## src/rtl/player_mover.sv

```systemverilog
// Player-motion engine: applies a keyboard turn/step to the current pose,
// checking each axis against the map grid separately so the player slides along walls.
module player_mover #(
   parameter int POS_X_W    = 14,
   parameter int POS_Y_W    = 13,
   parameter int ANG_W      = 8,
   parameter int CELL_SHIFT = 8,
   parameter int TRIG_W     = 10,
   parameter int MOVE_STEP  = 64,
   parameter int TURN_STEP  = 4
) (
   input  logic                             clock,
   input  logic                             reset,
   input  logic                             start,
   output logic                             done,
   output logic                             busy,
   input  logic                             key_fwd,
   input  logic                             key_back,
   input  logic                             key_left,
   input  logic                             key_right,
   input  logic [POS_X_W-1:0]               cur_pos_x,
   input  logic [POS_Y_W-1:0]               cur_pos_y,
   input  logic [ANG_W-1:0]                 cur_angle,
   output logic [POS_X_W-1:0]               next_pos_x,
   output logic [POS_Y_W-1:0]               next_pos_y,
   output logic [ANG_W-1:0]                 next_angle,
   output logic [ANG_W-1:0]                 trig_angle,
   input  logic signed [TRIG_W-1:0]         trig_cos,
   input  logic signed [TRIG_W-1:0]         trig_sin,
   output logic [POS_X_W-CELL_SHIFT-1:0]    grid_x,
   output logic [POS_Y_W-CELL_SHIFT-1:0]    grid_y,
   input  logic [2:0]                       grid_out
);

   localparam int MS_W   = $clog2(MOVE_STEP + 1) + 1;
   localparam int PROD_W = TRIG_W + MS_W + 1;
   localparam int CX_W   = POS_X_W + 2;
   localparam int CY_W   = POS_Y_W + 2;
   localparam logic signed [PROD_W-1:0] STEP = PROD_W'(MOVE_STEP);

   typedef enum logic [2:0] {
      S_IDLE, S_TRIG, S_CALC, S_ADDR_X, S_CHK_X, S_ADDR_Y, S_CHK_Y, S_DONE
   } state_t;

   state_t r_state, w_nextState;

   logic                          r_keyFwd, r_keyBack;
   logic [POS_X_W-1:0]            r_curX, r_newX, r_nextX;
   logic [POS_Y_W-1:0]            r_curY, r_nextY;
   logic [ANG_W-1:0]              r_ang, r_nextAng, r_trigAngle;
   logic signed [CX_W-1:0]        r_candX;
   logic signed [CY_W-1:0]        r_candY;
   logic [POS_X_W-CELL_SHIFT-1:0] r_gridX;
   logic [POS_Y_W-CELL_SHIFT-1:0] r_gridY;

   logic [ANG_W-1:0]              w_ang;
   logic                          w_fwdOnly, w_backOnly;
   logic signed [PROD_W-1:0]      w_prodX, w_prodY, w_scaledX, w_scaledY, w_dx, w_dy;
   logic signed [CX_W-1:0]        w_candX;
   logic signed [CY_W-1:0]        w_candY;
   logic                          w_xOk, w_yOk;
   logic [POS_X_W-1:0]            w_newX;
   logic [POS_Y_W-1:0]            w_newY;

   always_ff @(posedge clock) begin
      if (!reset) r_state <= S_IDLE;
      else        r_state <= w_nextState;
   end

   always_comb begin
      w_nextState = r_state;
      case (r_state)
         S_IDLE:   if (start) w_nextState = S_TRIG;
         S_TRIG:   w_nextState = S_CALC;
         S_CALC:   w_nextState = S_ADDR_X;
         S_ADDR_X: w_nextState = S_CHK_X;
         S_CHK_X:  w_nextState = S_ADDR_Y;
         S_ADDR_Y: w_nextState = S_CHK_Y;
         S_CHK_Y:  w_nextState = S_DONE;
         S_DONE:   w_nextState = S_IDLE;
         default:  w_nextState = S_IDLE;
      endcase
   end

   // Opposing turn keys cancel; angle wraps naturally at 2^ANG_W.
   always_comb begin
      w_ang = cur_angle;
      if (key_right && !key_left)      w_ang = cur_angle + ANG_W'(TURN_STEP);
      else if (key_left && !key_right) w_ang = cur_angle - ANG_W'(TURN_STEP);
   end

   // Sign is applied before the shift so negative steps floor like the reference model.
   assign w_fwdOnly  = r_keyFwd & ~r_keyBack;
   assign w_backOnly = r_keyBack & ~r_keyFwd;
   assign w_prodX    = PROD_W'(trig_cos) * STEP;
   assign w_prodY    = PROD_W'(trig_sin) * STEP;
   assign w_scaledX  = w_fwdOnly ? w_prodX : (w_backOnly ? -w_prodX : '0);
   assign w_scaledY  = w_fwdOnly ? w_prodY : (w_backOnly ? -w_prodY : '0);
   assign w_dx       = w_scaledX >>> (TRIG_W - 2);
   assign w_dy       = w_scaledY >>> (TRIG_W - 2);
   assign w_candX    = $signed({2'b00, r_curX}) + CX_W'(w_dx);
   assign w_candY    = $signed({2'b00, r_curY}) + CY_W'(w_dy);

   // Top two bits clear means 0 <= cand < 2^POS_W.
   assign w_xOk  = (r_candX[CX_W-1:CX_W-2] == 2'b00) && (grid_out == 3'd0);
   assign w_yOk  = (r_candY[CY_W-1:CY_W-2] == 2'b00) && (grid_out == 3'd0);
   assign w_newX = w_xOk ? r_candX[POS_X_W-1:0] : r_curX;
   assign w_newY = w_yOk ? r_candY[POS_Y_W-1:0] : r_curY;

   always_ff @(posedge clock) begin
      if (!reset) begin
         r_keyFwd    <= 1'b0;
         r_keyBack   <= 1'b0;
         r_curX      <= '0;
         r_curY      <= '0;
         r_ang       <= '0;
         r_trigAngle <= '0;
         r_candX     <= '0;
         r_candY     <= '0;
         r_newX      <= '0;
         r_gridX     <= '0;
         r_gridY     <= '0;
         r_nextX     <= '0;
         r_nextY     <= '0;
         r_nextAng   <= '0;
      end else begin
         case (r_state)
            S_IDLE: begin
               if (start) begin
                  r_keyFwd    <= key_fwd;
                  r_keyBack   <= key_back;
                  r_curX      <= cur_pos_x;
                  r_curY      <= cur_pos_y;
                  r_ang       <= w_ang;
                  r_trigAngle <= w_ang;
               end
            end
            S_CALC: begin
               r_candX <= w_candX;
               r_candY <= w_candY;
               r_gridX <= w_candX[POS_X_W-1:CELL_SHIFT];
               r_gridY <= r_curY[POS_Y_W-1:CELL_SHIFT];
            end
            // The y probe uses the already-resolved x so sliding sees the correct cell.
            S_CHK_X: begin
               r_newX  <= w_newX;
               r_gridX <= w_newX[POS_X_W-1:CELL_SHIFT];
               r_gridY <= r_candY[POS_Y_W-1:CELL_SHIFT];
            end
            S_CHK_Y: begin
               r_nextX   <= r_newX;
               r_nextY   <= w_newY;
               r_nextAng <= r_ang;
            end
            default: ;
         endcase
      end
   end

   assign done       = (r_state == S_DONE);
   assign busy       = (r_state != S_IDLE);
   assign next_pos_x = r_nextX;
   assign next_pos_y = r_nextY;
   assign next_angle = r_nextAng;
   assign trig_angle = r_trigAngle;
   assign grid_x     = r_gridX;
   assign grid_y     = r_gridY;

endmodule

```

## config.mk

```make
export PLATFORM = sky130hd
export DESIGN_NAME = player_mover
export DESIGN_NICKNAME = d
export VERILOG_FILES = /design/src/rtl/player_mover.sv
export SDC_FILE = /design/constraint.sdc
export NUM_CORES = 1
export LEC_CHECK = 0
export CORE_ASPECT_RATIO = 1.75
export CORE_MARGIN = 2
export CORE_UTILIZATION = 32
export CTS_BUF_LIST = sky130_fd_sc_hd__clkbuf_16
export CTS_CLUSTER_SIZE = 28
export DETAILED_ROUTE_END_ITERATION = 16
export PLACE_DENSITY = 0.66
export SLEW_MARGIN = 20
export SYNTH_ARGS = -nofsm -noshare
export SYNTH_HDL_FRONTEND = slang
export SYNTH_SLANG_ARGS = --single-unit
```

## constraint.sdc

```tcl
create_clock -name clock -period 3.4 [get_ports clock]
set_input_delay 0.51 -clock clock [delete_from_list [all_inputs] [get_ports clock]]
set_output_delay 0.51 -clock clock [all_outputs]
set_load 0.01 [all_outputs]
```

* After elaboration in Yosys (flattened, before gate mapping)
Cells that the tools add are included.
Widths: inputs -> output; s select.
** Word-level totals
- Bits in registers :: 131
- Latch bits :: 0
- Bits in writable memories :: 0
- ROM bits :: 0
- Input port bits :: 65
- Output and inout bits :: 56
- Word-level logic and storage cells :: 57
- Memories :: 0
** Cells by class
- Add/sub/neg operators :: 6
- Multipliers :: 0
- Div/mod/pow operators :: 0
- $lt $le $gt $ge :: 0
- Eq/ne operators :: 8
- Shift-type cells :: 0
- Mux-type cells :: 12
- Bitwise gates (word level) :: 4
- Reduce and logical (&&, ||, !) cells :: 13
** Operators with widths (number)
- $mux 19 :: 4
- $neg 19->19 :: 2
- $pmux 3 s8 :: 1
- $add 15x11->16 :: 1
- $mux 8 :: 2
- $add 14x11->15 :: 1
- $mux 14 :: 1
- $mux 13 :: 1
- $eq 3x3->1 const B :: 4
- $pmux 6 s2 :: 1
- $pmux 5 s2 :: 1
- $add 8x3->8 const B :: 1
- $sub 8x3->8 const B :: 1
- $eq 3x2->1 const B :: 2
- $logic_not 3->1 :: 2
- $logic_and 1x1->1 :: 4
- $logic_not 2->1 :: 2
- $eq 3x1->1 const B :: 1
- $mux 3 :: 1
- $reduce_bool 3->1 :: 1
- $and 1x1->1 :: 2
- $logic_not 1->1 :: 2
- $ne 2x2->1 const B :: 1
- $not 1->1 :: 2
- other kinds (2) :: 2

* Longest topological paths before layout
- Depth after elaboration :: 6
- Mapped depth :: 13
- Mapped depth without buffers :: 12

* Worst setup path before layout
Ideal clock, no wire load.
- Path type :: input to register
- Start point :: input port trig_sin[3]
- End point :: register r_candY[12]
- Library setup time :: 0.074 ns
- Data arrival time :: 3.315 ns
- Required time :: 3.326 ns
- Path slack :: 0.010 ns
- Cell stages on the path :: 13
- Buffers on the path :: 1
- Cell sequence :: or4_1 buf_2 nand2b_4 nor2_4 xor2_1 o21ai_0 ha_1 a211oi_1 nor2_1 o311ai_1 a21boi_1 or3_1 a31oi_1
** Between the ends
- Cells in the longest elaborated chain, start to end :: 4
** Ends and longest elaborated chain
- start, declared :: line 29 : input logic signed [TRIG_W-1:0] trig_sin,
- $neg 19->19 :: line 98 : assign w_scaledY = w_fwdOnly ? w_prodY : (w_backOnly ? -w_prodY : '0);
- $mux 19 :: line 98
- $mux 19 (*) :: line 98
- $add 14x11->15 (*) :: line 102 : assign w_candY = $signed({2'b00, r_curY}) + CY_W'(w_dy);
- end signal, assigned :: line 140 : r_candY <= w_candY;
- end, declared :: line 52 : logic signed [CY_W-1:0] r_candY;
Mark *: on every way between the ends. The rest lies on a longest branch, timed or not.
A chain may end at the register's enable or synchronous reset.

* Final worst setup path
- Start point :: input port trig_cos[0]
- End point :: register r_gridX[3], in the netlist grid_x[3]
** Between the ends
- Cells in the longest elaborated chain, start to end :: 5
** Ends and longest elaborated chain
- start, declared :: line 28 : input logic signed [TRIG_W-1:0] trig_cos,
- $neg 19->19 :: line 97 : assign w_scaledX = w_fwdOnly ? w_prodX : (w_backOnly ? -w_prodX : '0);
- $mux 19 (2 in a row) :: line 97
- $add 15x11->16 :: line 101 : assign w_candX = $signed({2'b00, r_curX}) + CX_W'(w_dx);
- $pmux 6 s2 :: line 127 : case (r_state)
- end signal, assigned :: line 141 : r_gridX <= w_candX[POS_X_W-1:CELL_SHIFT];
- end signal, assigned :: line 147 : r_gridX <= w_newX[POS_X_W-1:CELL_SHIFT];
- end, declared :: line 53 : logic [POS_X_W-CELL_SHIFT-1:0] r_gridX;
Every way passes these cells.

==> out/metrics.csv <==
stage,metric,value,unit
timing,tns,0,ps
drt,drt-total-wl,19520,µm
pwr,power.density,466.3,nW/µm²
outcome,status,"finished, final reports clean",
clock_tree,max-clock-path-buffers,2,
worst_setup_path,cpMaxStageDelayCell,or4_4,
drt,route.detailed.drc,0,
clock_tree,cts_hold_buf,0,
timing,period_needed,3255,ps
synthesis,synth_cells,847,
finish,multi_input_area,4040,µm²
worst_setup_path,cp_cell_sequence,clkdlybuf4s50_1 > or4_4 > or3_4 > xnor2_1 > o21ai_0 > ha_1 > o21ai_2 > nor3_2 > buf_4 > a221oi_2 > xnor2_1 > nor2_1 > o21a_1,
floorplan,core-area,20850,µm²
synthesis,synth.distinct_cells,63,
pwr,total_power,4446,µW
synthesis,synth-edff-count,0,
place,dp_slack,-460.1,ps
place,gp_routability_congestion,0.8517,
grt,globalRoute.totalOverflow,0,
worst_setup_path,rrSetupSlack,280,ps
clock_tree,cts_root_buf,clkbuf_16,
worst_setup_path,worstSetupEndpointType,flip-flop,
worst_setup_path,worst_ep_arrival_time,3570,ps
place,dp_hpwl,14460,µm
clock_tree,clkTransAtPathRegs,60,ps
worst_setup_path,slowest_delay,500,ps
pwr,peakVddDrop,310.0,µV
flow_run,maxCapViolations,0,
timing,slew_viol_final,0,
synthesis,synth.net_count,947,
timing,setup_viol,0,
grt,antenna_found_initial,0,
clock_tree,clock_latency,420,ps
synthesis,synthArstFlopShare,0,%
pwr,cellLeakagePower,0.003831,µW
clock_tree,clock-sinks,131,
floorplan,die_width,114.0,µm
timing,fmax,0.3072,GHz
timing,hold_viol_final,0,
drt,detail_route.wl_per_cell,15.08,µm
finish,final_core_util,45.74,%
floorplan,ios,121,
worst_setup_path,start_kind,primary input,
timing,max_slew_margin,34.75,%
synthesis,syn-cell-area,6779,µm²
finish,ff_latch_area,2623,µm²
synthesis,synth.yosys.warnings,0,
finish,antenna_cells,0,
floorplan,start_util,32.52,%
place,portBuffers,120,
worst_setup_path,critPathMostFrequentCell,xnor2_1,
timing,post-route-period-util,95.74,%
timing,skew,9.079,ps
synthesis,ys_top_cells_by_area,"dfxtp_1, nand2_1, a21oi_1",
synthesis,postSynthAreaPerCell,8.004,µm²
worst_setup_path,cp_num_buf_inv,2,
drt,viasPerCell,5.097,
timing,hold_slack,439.1,ps
finish,area_delta_synth_final,40.66,%
worst_setup_path,cp_max_fo,4,
floorplan,die_h,196.5,µm
floorplan,dieArea,22410,µm²
grt,grt_pass1_vias,6363,
worst_hold_path,hold_path_class,flip-flop to flip-flop,
drt,drtIter0Drc,229,
clock_tree,cts_tree,built,
worst_setup_path,critPathKind,primary input to flip-flop,
worst_setup_path,required,3720,ps
synthesis,ys_seq_area_share,38.69,%
drt,dr.pass1.iters,4,
grt,track_usage,17.30,%
clock_tree,cts_buffers,17,
drt,ant_nets,0,
timing,fin_ws,144.8,ps
worst_setup_path,cp_top_family,simple AND/OR/NAND/NOR gates,
floorplan,rows,70,
synthesis,ys_seq_elements,131,
finish,fillCellCount,2088,
synthesis,synth_area_leader_cell,dfxtp_1,
finish,nets,1130,
synthesis,synth_top_flop_cell,dfxtp_1,
finish,drive_above_1_share,15.26,%
grt,grt_pass1_wl,31120,µm
drt,vias,6596,
clock_tree,htreeDepth,4,
timing,tightest_slew,976.0,ps
synthesis,synth_top_area_share,38.69,%
grt,grt_max_degree,33,
==> synthesized netlist by cell type (all sizes together) (8+ instances only) <==
cell,count
nor3,15
dfxtp,131
nand2,172
a21oi,98
a31oi,8
or3,11
buf,13
o31ai,8
ha,33
nand3,10
inv,14
a211oi,32
clkbuf,39
mux2i,30
xor2,13
o21ai,43
nor2,71
xnor2,17
==> layer usage <==
| layer | GRT usage (%) | vias up | wire [µm] |
|---|---|---|---|
| li1 | - | 3360 | - |
| met1 | 18.66 | 3073 | 7819 |
| met2 | 32.65 | 133 | 10600 |
| met3 | 2.798 | 30 | 636 |
| met4 | 7.317 | 0 | 465 |
| met5 | 0 | - | 0 |
==> per-stage QoR <==
stage,cells,instance area [µm²]
after CTS,1289,9334
after detailed placement,1258,8768
after floorplan,847,6779
final,1294,9535
after global placement,1258,8768
after global routing,1294,9535
==> area by class of cell <==
type	instances	area share, %
well taps	252	3.307
repair buffers	216	20.33
flip-flops and latches	131	27.50
clock buffers	17	4.461
multi-input cells	650	42.37
clock inverters	14	1.470
inverters	14	0.5642
==> sequential cells by signal (all words and copies together), names as in the netlist <==
signal	count
r_candX	16
r_candY	15
next_pos_x	14
r_curX	14
r_newX	14
next_pos_y	13
r_curY	13
next_angle	8
trig_angle	8
grid_x	6
grid_y	5
r_state	3
r_keyBack	1
r_keyFwd	1
==> cell usage in the layout, fill, tap and decap left out, types with 7 or more instances in the layout <==
| cell type | count |
|---|---|
| nand2_1 | 171 |
| dfxtp_1 | 131 |
| clkdlybuf4s50_1 | 115 |
| buf_4 | 95 |
| a21oi_1 | 94 |
| nor2_1 | 69 |
| ha_1 | 32 |
| a211oi_1 | 30 |
| mux2i_1 | 30 |
| o21ai_0 | 27 |
| xnor2_1 | 17 |
| clkbuf_16 | 17 |
| inv_1 | 13 |
| xor2_1 | 13 |
| o21ai_1 | 13 |
| nor3_1 | 12 |
| or3_1 | 10 |
| nand3_1 | 8 |
| o31ai_1 | 7 |
==> report_power, final <==
part           switching (µW)  internal [µW]  total [µW]
sequential               86.6           1630        1720
clock                     716           1070        1790
combinational             499            442         941
total                    1300           3150        4450
==> cells by family (layout without fill, tap and decap cells) <==
| logic type | Yosys count | in the layout | synth area share, % |
|---|---|---|---|
| AO/OA/AOI/OAI | 243 | 243 | 22.37 |
| multiplexers | 30 | 30 | 4.430 |
| buffers and inverters | 66 | 261 | 3.895 |
| AND/OR/NAND/NOR | 312 | 312 | 20.06 |
| XOR/XNOR | 30 | 30 | 3.876 |
| flip-flops | 131 | 131 | 38.69 |
| adder cells (fa/ha/maj) | 35 | 35 | 6.682 |
==> worst min-delay path, cell delays in order, from the launching register on <==
cell	delay, ps
dfxtp_1	300
nand2_1	50
nand2_1	40
==> path summary, 6_finish.rpt <==
kind / start / endpoint / cells past startpoint
hold reg to reg: r_candX[10]$_SDFFE_PN0P_ / r_candX[10]$_SDFFE_PN0P_ / 2
setup / recovery: trig_cos[0] / grid_x[3]$_SDFFE_PN0P_ / 13
hold / removal: r_candX[10]$_SDFFE_PN0P_ / r_candX[10]$_SDFFE_PN0P_ / 2
setup reg to reg: r_keyFwd$_SDFFE_PN0P_ / grid_x[2]$_SDFFE_PN0P_ / 12
==> what timing repair did <==
item / in CTS / in global routing
gates resized for setup: 0 / 44
pin swaps: 1 / 22
setup endpoints to repair: 3 / 19
setup buffers: 0 / 5
Power figures use the tool's default switching activity.
